### src/rtl/servo_pwm_array.sv
// servo_pwm_array: multi-channel servo PWM generator with per-channel hold/sweep/centre/off modes.
// Working values are written by loads or the sweep; active widths are taken from them only at frame wrap.
module servo_pwm_array #(
  parameter int N_CH     = 4,
  parameter int CNT_W    = 21,
  parameter int PERIOD   = 500000,
  parameter int MIN_PW   = 16000,
  parameter int MAX_PW   = 66000,
  parameter int STEP_DIV = 2500,
  parameter int STEP     = 1
) (
  input  logic                clk,
  input  logic                rst_n,
  input  logic [2*N_CH-1:0]   mode,
  input  logic                pos_valid,
  input  logic [2:0]          pos_ch,
  input  logic [CNT_W-1:0]    pos_data,
  output logic                pos_ready,
  output logic [N_CH-1:0]     servo,
  output logic                frame_start,
  output logic [N_CH-1:0]     sweep_dir
);
  localparam int DIV_W = $clog2(STEP_DIV + 1);
  localparam logic [CNT_W:0] L_MIN  = (CNT_W+1)'(MIN_PW);
  localparam logic [CNT_W:0] L_MAX  = (CNT_W+1)'(MAX_PW);
  localparam logic [CNT_W:0] L_STEP = (CNT_W+1)'(STEP);
  localparam logic [CNT_W-1:0] L_CTR  = CNT_W'((MIN_PW + MAX_PW) / 2);
  localparam logic [CNT_W-1:0] L_MINW = CNT_W'(MIN_PW);
  localparam logic [CNT_W-1:0] L_MAXW = CNT_W'(MAX_PW);
  localparam logic [CNT_W-1:0] L_LAST = CNT_W'(PERIOD - 1);
  localparam logic [DIV_W-1:0] L_DIV_LAST = DIV_W'(STEP_DIV - 1);

  logic [CNT_W-1:0] r_cnt;
  logic [CNT_W-1:0] w_cnt_nxt;
  logic [DIV_W-1:0] r_div;
  logic             r_fs;
  logic             r_ready;
  logic             w_wrap;
  logic             w_tick;
  logic             w_acc;
  logic [CNT_W-1:0] w_clamp;

  assign w_wrap      = r_cnt == L_LAST;
  assign w_cnt_nxt   = w_wrap ? '0 : r_cnt + 1'b1;
  assign w_tick      = r_div == L_DIV_LAST;
  assign w_acc       = pos_valid && r_ready && ({1'b0, pos_ch} < 4'(N_CH));
  assign w_clamp     = (pos_data < L_MINW) ? L_MINW : (pos_data > L_MAXW) ? L_MAXW : pos_data;
  assign pos_ready   = r_ready;
  assign frame_start = r_fs;

  // Ready is registered from the next count so it is low exactly while the counter sits at PERIOD-1.
  always_ff @(posedge clk or negedge rst_n)
    if (!rst_n) begin
      r_cnt   <= '0;
      r_div   <= '0;
      r_fs    <= 1'b0;
      r_ready <= 1'b0;
    end else begin
      r_cnt   <= w_cnt_nxt;
      r_div   <= w_tick ? '0 : r_div + 1'b1;
      r_fs    <= r_cnt == '0;
      r_ready <= w_cnt_nxt != L_LAST;
    end

  for (genvar c = 0; c < N_CH; c++) begin : g_ch
    logic [1:0]       w_m;
    logic [CNT_W:0]   w_wv;
    logic [CNT_W:0]   w_up;
    logic [CNT_W-1:0] w_dn;
    logic [CNT_W-1:0] w_swp;
    logic             w_hit;
    logic             w_flip;
    logic             w_step;
    logic [CNT_W-1:0] r_wv;
    logic [CNT_W-1:0] r_pw;
    logic             r_dir;
    logic             r_off;
    logic             r_servo;
    assign w_m    = mode[2*c +: 2];
    assign w_wv   = {1'b0, r_wv};
    assign w_up   = w_wv + L_STEP;
    assign w_dn   = CNT_W'(w_wv - L_STEP);
    assign w_flip = r_dir ? (w_up > L_MAX) : (w_wv < L_MIN + L_STEP);
    assign w_swp  = r_dir ? (w_flip ? L_MAXW : w_up[CNT_W-1:0]) : (w_flip ? L_MINW : w_dn);
    assign w_hit  = w_acc && (pos_ch == 3'(c)) && (w_m != 2'b10);
    assign w_step = !w_hit && (w_m == 2'b01) && w_tick;
    assign servo[c]     = r_servo;
    assign sweep_dir[c] = r_dir;
    // The off state is latched with the width so a mode change only reaches the pin at a frame boundary.
    always_ff @(posedge clk or negedge rst_n)
      if (!rst_n) begin
        r_wv    <= L_CTR;
        r_pw    <= L_CTR;
        r_dir   <= 1'b1;
        r_off   <= 1'b0;
        r_servo <= 1'b0;
      end else begin
        r_wv    <= w_hit ? w_clamp : (w_m == 2'b10) ? L_CTR : w_step ? w_swp : r_wv;
        r_dir   <= (w_step && w_flip) ? ~r_dir : r_dir;
        r_pw    <= w_wrap ? r_wv : r_pw;
        r_off   <= w_wrap ? (w_m == 2'b11) : r_off;
        r_servo <= !r_off && (r_cnt < r_pw);
      end
  end
endmodule

### config.mk
export PLATFORM = sky130hd
export DESIGN_NAME = servo_pwm_array
export DESIGN_NICKNAME = d
export VERILOG_FILES = /design/src/rtl/servo_pwm_array.sv
export SDC_FILE = /design/constraint.sdc
export NUM_CORES = 1
export LEC_CHECK = 0
export ABC_AREA = 1
export BUFFER_PORTS_ARGS = -buffer_cell sky130_fd_sc_hd__buf_2
export CORE_MARGIN = 10
export CORE_UTILIZATION = 35
export DETAILED_ROUTE_END_ITERATION = 8
export PLACE_DENSITY = 0.49
export SETUP_SLACK_MARGIN = 0.15
export SLEW_MARGIN = 20
export SYNTH_ARGS = -nofsm -noshare
export SYNTH_HDL_FRONTEND = slang
export SYNTH_SLANG_ARGS = --single-unit
### constraint.sdc
create_clock -name clk -period 2.6 [get_ports clk]
set_input_delay 0.52 -clock clk [delete_from_list [all_inputs] [get_ports clk]]
set_output_delay 0.52 -clock clk [all_outputs]
set_load 0.01 [all_outputs]
==> metrics.md, run 1 <==
| Metric | Value |
|---|---|
| Pwr Density | `620.8 nW/um2` |
| Setup slack at placement | `-47.39 ps` |
| Non-filler cells in the finished layout | `3438` |
| Die Y | `241.8 um` |
| RD Place Congestion | `0.8987` |
| Mux cell area share after synthesis | `0%` |
| Seq cells post-synth | `215` |
| Die area | `58470 um2` |
| Fin worst setup slack | `256.5 ps` |
| Largest family of logic cells by synthesized area | `simple AND/OR/NAND/NOR gates` |
| First-pass GRT wire length | `95460 um` |
| Crit path cell chain | `ha_4 -> nand2_4 -> nor2_4 -> nand2_2 -> nor2_2 -> xor2_1 -> nand2_1 -> nor2_2 -> nand2_2 -> o21ai_0 -> nand2_1 -> a21oi_1` |
| Largest net degree at the start of global routing | `72` |
| Switch share | `38.38%` |
| Worst slew pin tran | `585.8 ps` |
| Hold Vio Cnt, Final | `0` |
| Core area | `48750 um2` |
| Ranking of synthesized cells by area | `dfrtp_1, nand2_1, inv_1` |
| Unique cell type count in the Yosys netlist | `47` |
| CP top delay family | `simple AND/OR/NAND/NOR gates` |
| Max Buffers Root-to-Sink | `3` |
| Via count | `17910` |
| Syn-to-layout area delta | `20.54%` |
| Count leader, synth | `nand2_1` |
| Top-area cell type share of the netlist area | `26.01%` |
| HPWL after DPL | `46020 um` |
| Diode count | `0` |
| Cell area after synthesis | `17220 um2` |
| Reg2Reg Capture Point | `g_ch[1].r_wv[11]` |
| R2R depth | `12` |
| Post-DR wirelength/cell | `18.18 um` |
| Hold Crit Start | `mode[3]` |
| Max stage delay cell, worst path | `dfrtp_2` |
| Nets | `2881` |
| Worst-Skew Late Latency | `590 ps` |
| Final setup violating endpoints | `0` |
| Simple-gate portion of the synthesized area | `34.14%` |
| Final period util | `90.14%` |
| Initial core utilization | `35.32%` |
| Gr ovfl total | `0` |
| RR Startpoint | `g_ch[1].r_wv[0]` |
| Slew Limit Fails | `0` |
| Largest stage delay, worst path | `450 ps` |
| EDFF count, synth | `0` |
| Synth cell count leaders | `nand2_1, inv_1, nor2_1` |
| Final min period | `2344 ps` |
| Yosys warns | `0` |
| MaxCap Viol Count | `0` |
| CP arrival | `2870 ps` |
| Share of cells above drive strength 1 | `17.05%` |
| Clock share of power | `35.6%` |
| Post-synthesis sequential area ratio | `31.51%` |
| Status | `completed` |
| Post-Route WL | `62490 um` |
| Relative slew slack | `60.85%` |
| Clock sink count | `215` |
| Syn Nets | `2743` |
| Vias in the first global route | `16610` |
| Root buf cell | `clkbuf_16` |
| PortBufs | `44` |
| Setup crit start kind | `flip-flop` |
| Fmax | `426.7 MHz` |
| I/O pins | `45` |
| Vias/cell | `5.210` |
| Global Route Usage Sum | `20.29%` |
| Leading area contributor after synthesis | `dfrtp_1` |
| Seq pwr share | `32.9%` |
| H-tree depth reported by CTS | `1` |
| Hold Crit Class | `input port to flip-flop` |
| Adder and majority gate portion of the synthesized area | `6.903%` |
| Synth async-reset ratio | `100.0%` |
| Comb pwr share | `31.5%` |
| DRC errors left | `0` |
| Kind of critical path | `flip-flop to flip-flop` |
| Clock Skew | `40.27 ps` |
| Top_reg_cell synth | `dfrtp_1` |
| Hold worst-path end | `g_ch[1].r_off` |
| Tot Pwr | `12.89 mW` |
| R2r setup slk | `260 ps` |
| Chip Width | `241.8 um` |
| Num rows | `81` |
| Maximum VDD drop | `523.0 uV` |
| CTS Buf Count | `29` |
| Initial antenna violation count | `1` |
| WP data required | `3120 ps` |
| Post-Synth XOR/XNOR Area | `4.629%` |
| Initial detailed-routing violation count | `1466` |
| TritonCTS clock tree | `done` |
| Setup TNS | `0 ps` |
| Max Fanout on Critical Path | `7` |
| Crit path buffers/inverters | `0` |
| Inst Count DP | `3344` |
| Worst Hold Path Cells | `3` |
| Sw Pwr | `4.946 mW` |
| Leakage power | `9.905 nW` |
| Pint | `7.939 mW` |
| Post-synthesis compound-gate area fraction | `12.29%` |
| Pre-antenna DRT Iters | `5` |
| Hold slack final | `213.9 ps` |
| Post-DRT Antenna Nets | `0` |
| Critical path capture point type | `flip-flop` |
| RSZ-0062 raised after global routing | `true` |
| Cell count after synthesis | `2613` |
| Clock transition at path regs | `70 ps` |
| Post-Syn Area per Cell | `6.590 um2` |
-- registers in the layout (all words and copies together) (netlist names) --
register,cells
g_ch.r_pw,84
g_ch.r_wv,84
r_cnt,21
r_div,12
g_ch.r_dir,4
g_ch.r_off,4
g_ch.r_servo,4
frame_start,1
pos_ready,1
-- worst max-delay path by stage --
stage,startpoint,endpoint,slack [ps],depth (start not counted)
after floorplan,pos_valid,g_ch[0].r_wv[10],450,10
after global placement,g_ch[3].r_wv[0],g_ch[3].r_wv[13],-50,14
after detailed placement,g_ch[3].r_wv[0],g_ch[3].r_wv[13],-50,14
after CTS,g_ch[3].r_wv[0],g_ch[3].r_wv[20],160,14
after global routing,g_ch[3].r_wv[1],g_ch[3].r_wv[5],90,15
final,g_ch[1].r_wv[0],g_ch[1].r_wv[11],260,12
-- routing by layer --
metal / GRT usage (%) / share of wire (%) / up-vias
li1: - / - / 8720
met1: 28.64 / 47 / 8522
met2: 31.89 / 45 / 577
met3: 2.789 / 6.1 / 92
met4: 5.289 / 2.6 / 2
met5: 0 / 0.021 / -
-- metrics by stage --
step,util [%],cell area (um2)
4_1_cts,41.15,20060
2_1_floorplan,-,17220
3_5_place_dp,38.65,18840
6_report,42.58,20760
5_1_grt,42.58,20760
3_3_place_gp,38.65,18840
-- worst min-delay path, cell delays in order --
cell and delay [ps]:
buf_2 120, nand2_1 50, o21ai_0 70
-- power groups by stage --
stage | Clock, mW | Sequential (mW) | Combinational (mW)
CTS | 4.67 | 4.17 | 3.72
finish | 4.59 | 4.24 | 4.05
global placement | 0 | 4.23 | 3.61
detailed placement | 0 | 4.23 | 3.62
floorplan | 0 | 3.91 | 2.69
global route | 4.80 | 4.28 | 4.49
-- layout make-up --
type	count	area (um2)
Fill cell	5161	27990
Sequential cell	215	5449
Inverter	336	1285
Multi-Input combinational cell	1952	10430
Timing Repair Buffer	217	1672
Tap cell	664	830.8
Clock buffer	34	794.5
Clock inverter	20	291.5
-- cells in the final DEF, fill, tap and decap left out, drive strengths merged, types with 2 or more instances in the layout --
cell        n
dfrtp     179
nand4      85
bufinv      6
o21a        2
o21ai     189
a41oi       3
xor2       84
nor2      334
a31oi       9
a21o        2
a211oi     10
clkinv     10
buf       216
nor4       15
ha         95
xnor2       7
nor3       52
and3        2
dfstp      36
o211ai      6
a21oi     173
inv       332
nand3     162
nand2     703
a211o       4
clkbuf     34
clkinvlp    8
nor3b       2
nand3b      7
or2         3
-- logic make-up after synthesis --
kind of cell               Yosys count
AOI/OAI and AO/OA                  401
xor gates and xnor gates            91
adders and majority gates           95
buffers and inverters              447
DFF                                215
and+or+nand+nor                   1364
-- what timing repair did --
item / CTS / global route
cloned: 0 / 1
hold buffers: 1 / 0
setup endpoints to repair: 43 / 89
resized for setup: 11 / 135
hold endpoints to repair: 38 / 0
setup buffers: 9 / 29
pin swaps: 4 / 33
Note: power is estimated with default switching activity, not from simulation.
==> run 2, diff against run 1 <==
--- a/config.mk
+++ b/config.mk
@@ -7,8 +7,10 @@
 export LEC_CHECK = 0
 export ABC_AREA = 1
 export BUFFER_PORTS_ARGS = -buffer_cell sky130_fd_sc_hd__buf_2
+export CORE_ASPECT_RATIO = 1.5
 export CORE_MARGIN = 10
 export CORE_UTILIZATION = 35
+export CTS_CLUSTER_DIAMETER = 40
 export DETAILED_ROUTE_END_ITERATION = 8
 export PLACE_DENSITY = 0.49
 export SETUP_SLACK_MARGIN = 0.15
==> run 2 against run 1 <==
Worst setup slack worse by 72 ps. Design area up 5.3%. Clock skew down 23 ps. Combinational power up 7.4%. Cell count up 2.3%. Utilization up 2.3 points. Fmax down 3.0%. Critical path type unchanged. Critical endpoint is now pos_ready. Largest cell class unchanged.
==> metrics.md, run 2 (synthesis results as in run 1) <==
| Metric | Value |
|---|---|
| Status | `completed (unchanged)` |
| Max Fanout on Critical Path | `3 (was 7)` |
| RD Place Congestion | `0.9497 (was 0.8987)` |
| CP dominant cell by count | `nand4_1` |
| WP data required | `2940 ps (was 3120 ps)` |
| Chip Width | `201.1 um (was 241.8 um)` |
| Inst Count DP | `3360 (was 3344)` |
| TritonCTS clock tree | `done (unchanged)` |
| Hold Crit Class | `input port to flip-flop (unchanged)` |
| Pwr Density | `662.0 nW/um2 (was 620.8 nW/um2)` |
| Worst-Skew Late Latency | `570 ps (was 590 ps)` |
| Share of cells above drive strength 1 | `20.65% (was 17.05%)` |
| Clock Skew | `16.91 ps (was 40.27 ps)` |
| Fmax | `413.9 MHz (was 426.7 MHz)` |
| Most common cell after layout, fill and taps aside | `nand2_1 (unchanged)` |
| Hold Vio Cnt, Final | `0 (unchanged)` |
| Max Buffers Root-to-Sink | `3 (unchanged)` |
| Initial detailed-routing violation count | `1281 (was 1466)` |
| Post-Route WL | `67730 um (was 62490 um)` |
| Initial antenna violation count | `1 (unchanged)` |
| CP arrival | `2760 ps (was 2870 ps)` |
| Core area | `48680 um2 (was 48750 um2)` |
| Setup slack at placement | `-311.2 ps (was -47.39 ps)` |
| Fin worst setup slack | `184.0 ps (was 256.5 ps)` |
| Final setup violating endpoints | `0 (unchanged)` |
| Global Route Usage Sum | `22.16% (was 20.29%)` |
| First-pass GRT wire length | `101800 um (was 95460 um)` |
| Crit path cell chain | `buf_6 -> buf_4 -> nand4_1 -> nand2_1 -> nor2_2 -> nand3_1 -> nor2_2 -> nand4_1 -> nor2_1 -> nand4_1 -> nor3_2 -> nand4_1 (was ha_4 -> nand2_4 -> nor2_4 -> nand2_2 -> nor2_2 -> xor2_1 -> nand2_1 -> nor2_2 -> nand2_2 -> o21ai_0 -> nand2_1 -> a21oi_1)` |
| Largest stage delay, worst path | `420 ps (was 450 ps)` |
| CTS Buf Count | `41 (was 29)` |
| RSZ-0062 raised after global routing | `true (unchanged)` |
| Relative slew slack | `33.57% (was 60.85%)` |
| Root buf cell | `clkbuf_16 (unchanged)` |
| Leakage power | `10.48 nW (was 9.905 nW)` |
| Post-DR wirelength/cell | `19.25 um (was 18.18 um)` |
| Most frequent cells in the layout | `nand2_1, inv_1, nor2_1 (unchanged)` |
| Largest regs | `g_ch.r_pw (84), g_ch.r_wv (84), r_cnt (21) (unchanged)` |
| Post-DRT Antenna Nets | `0 (unchanged)` |
| # fillers | `5086 (was 5161)` |
| Maximum VDD drop | `552.4 uV (was 523.0 uV)` |
| Hold slack final | `252.3 ps (was 213.9 ps)` |
| Nets | `2961 (was 2881)` |
| Num rows | `99 (was 81)` |
| Max stage delay cell, worst path | `dfrtp_2 (unchanged)` |
| I/O pins | `45 (unchanged)` |
| H-tree depth reported by CTS | `2 (was 1)` |
| Gr ovfl total | `0 (unchanged)` |
| Critical path capture point type | `flip-flop (unchanged)` |
| HPWL after DPL | `50840 um (was 46020 um)` |
| Kind of critical path | `flip-flop to flip-flop (unchanged)` |
| Final period util | `92.92% (was 90.14%)` |
| Vias/cell | `5.184 (was 5.210)` |
| Clock transition at path regs | `50 ps (was 70 ps)` |
| Vias in the first global route | `17960 (was 16610)` |
| Pre-antenna DRT Iters | `6 (was 5)` |
| MaxCap Viol Count | `0 (unchanged)` |
| Clock sink count | `215 (unchanged)` |
| Diode count | `0 (unchanged)` |
| PortBufs | `44 (unchanged)` |
| Via count | `18240 (was 17910)` |
| Largest net degree at the start of global routing | `107 (was 72)` |
| Initial core utilization | `35.37% (was 35.32%)` |
| Die area | `58650 um2 (was 58470 um2)` |
| Setup crit start kind | `flip-flop (unchanged)` |
| Final min period | `2416 ps (was 2344 ps)` |
| Worst slew pin tran | `996.4 ps (was 585.8 ps)` |
| DRC errors left | `0 (unchanged)` |
| Die Y | `291.7 um (was 241.8 um)` |
| R2R depth | `12 (unchanged)` |
| R2r setup slk | `180 ps (was 260 ps)` |
| Syn-to-layout area delta | `26.87% (was 20.54%)` |
| Slew Limit Fails | `0 (unchanged)` |
| Worst Hold Path Cells | `3 (unchanged)` |
| Non-filler cells in the finished layout | `3518 (was 3438)` |
## run 2: changes by cell type in the layout (fill, tap and decap cells not counted), sizes merged
cell and delta:
inv +9, bufinv +2, buf +66, clkinv +1
clkinvlp -3, clkbuf +13
## run 2: layer usage
metal	routed length [um]	up-vias	GRT usage, %
met1	25630	8614	23.32
met3	2769	221	3.059
li1	-	8890	-
met4	5620	2	16.76
met5	7	-	0
met2	33700	511	39.53
## run 2: cell type report
class	instances	area, um2	area share, %
flip-flops and latches	215	5453	24.96
inverters	336	1267	5.802
clock buffers	45	1061	4.857
multi-input cells	1952	10600	48.52
repair buffers	285	2230	10.21
clock inverters	29	415.4	1.901
well taps	656	820.8	3.757
## run 2: final timing paths
| kind | startpoint | endpoint |
|---|---|---|
| worst max-delay path | r_cnt[3] | pos_ready |
| worst min-delay path | mode[3] | g_ch[1].r_off |
| worst max register to register | r_cnt[3] | pos_ready |
| worst min register to register | r_div[0] | r_div[0] |
| max in group asynchronous | rst_n | g_ch[3].r_wv[13] |
| min in group asynchronous | rst_n | g_ch[2].r_pw[17] |
## run 2: what timing repair did
item	4_1_cts	5_1_grt
cloned	0	2
pin swaps	7	56
endpoints found under the setup margin	58	89
hold buffers	1	0
endpoints found under the hold margin	49	0
gates resized for setup	38	156
setup buffers	28	54
## run 2: worst max-delay path: cells and delay by family, from the launching register on
family	cells	cell delay, ps
and+or+nand+nor	10	1510
DFF	1	420
buffers and inverters	2	260
## run 2: through the flow
step	total power [mW]	TNS [ps]	util (%)	cell area (um2)
2_1_floorplan	6.603	0	-	17220
3_5_place_dp	8.103	-311.2	39.06	19010
6_report	14.46	0	44.88	21850
5_1_grt	15.17	0	44.88	21850
4_1_cts	14.17	0	42.78	20830
3_3_place_gp	8.087	-302.1	39.06	19010
## run 2: power by group
part           internal (mW)  switching, mW  leakage, nW  total (mW)
sequential              3.68          0.554         2.66        4.24
combinational           1.60           2.75         7.11        4.35
clock                   3.79           2.08        0.710        5.87
total                   9.08           5.38         10.5        14.5
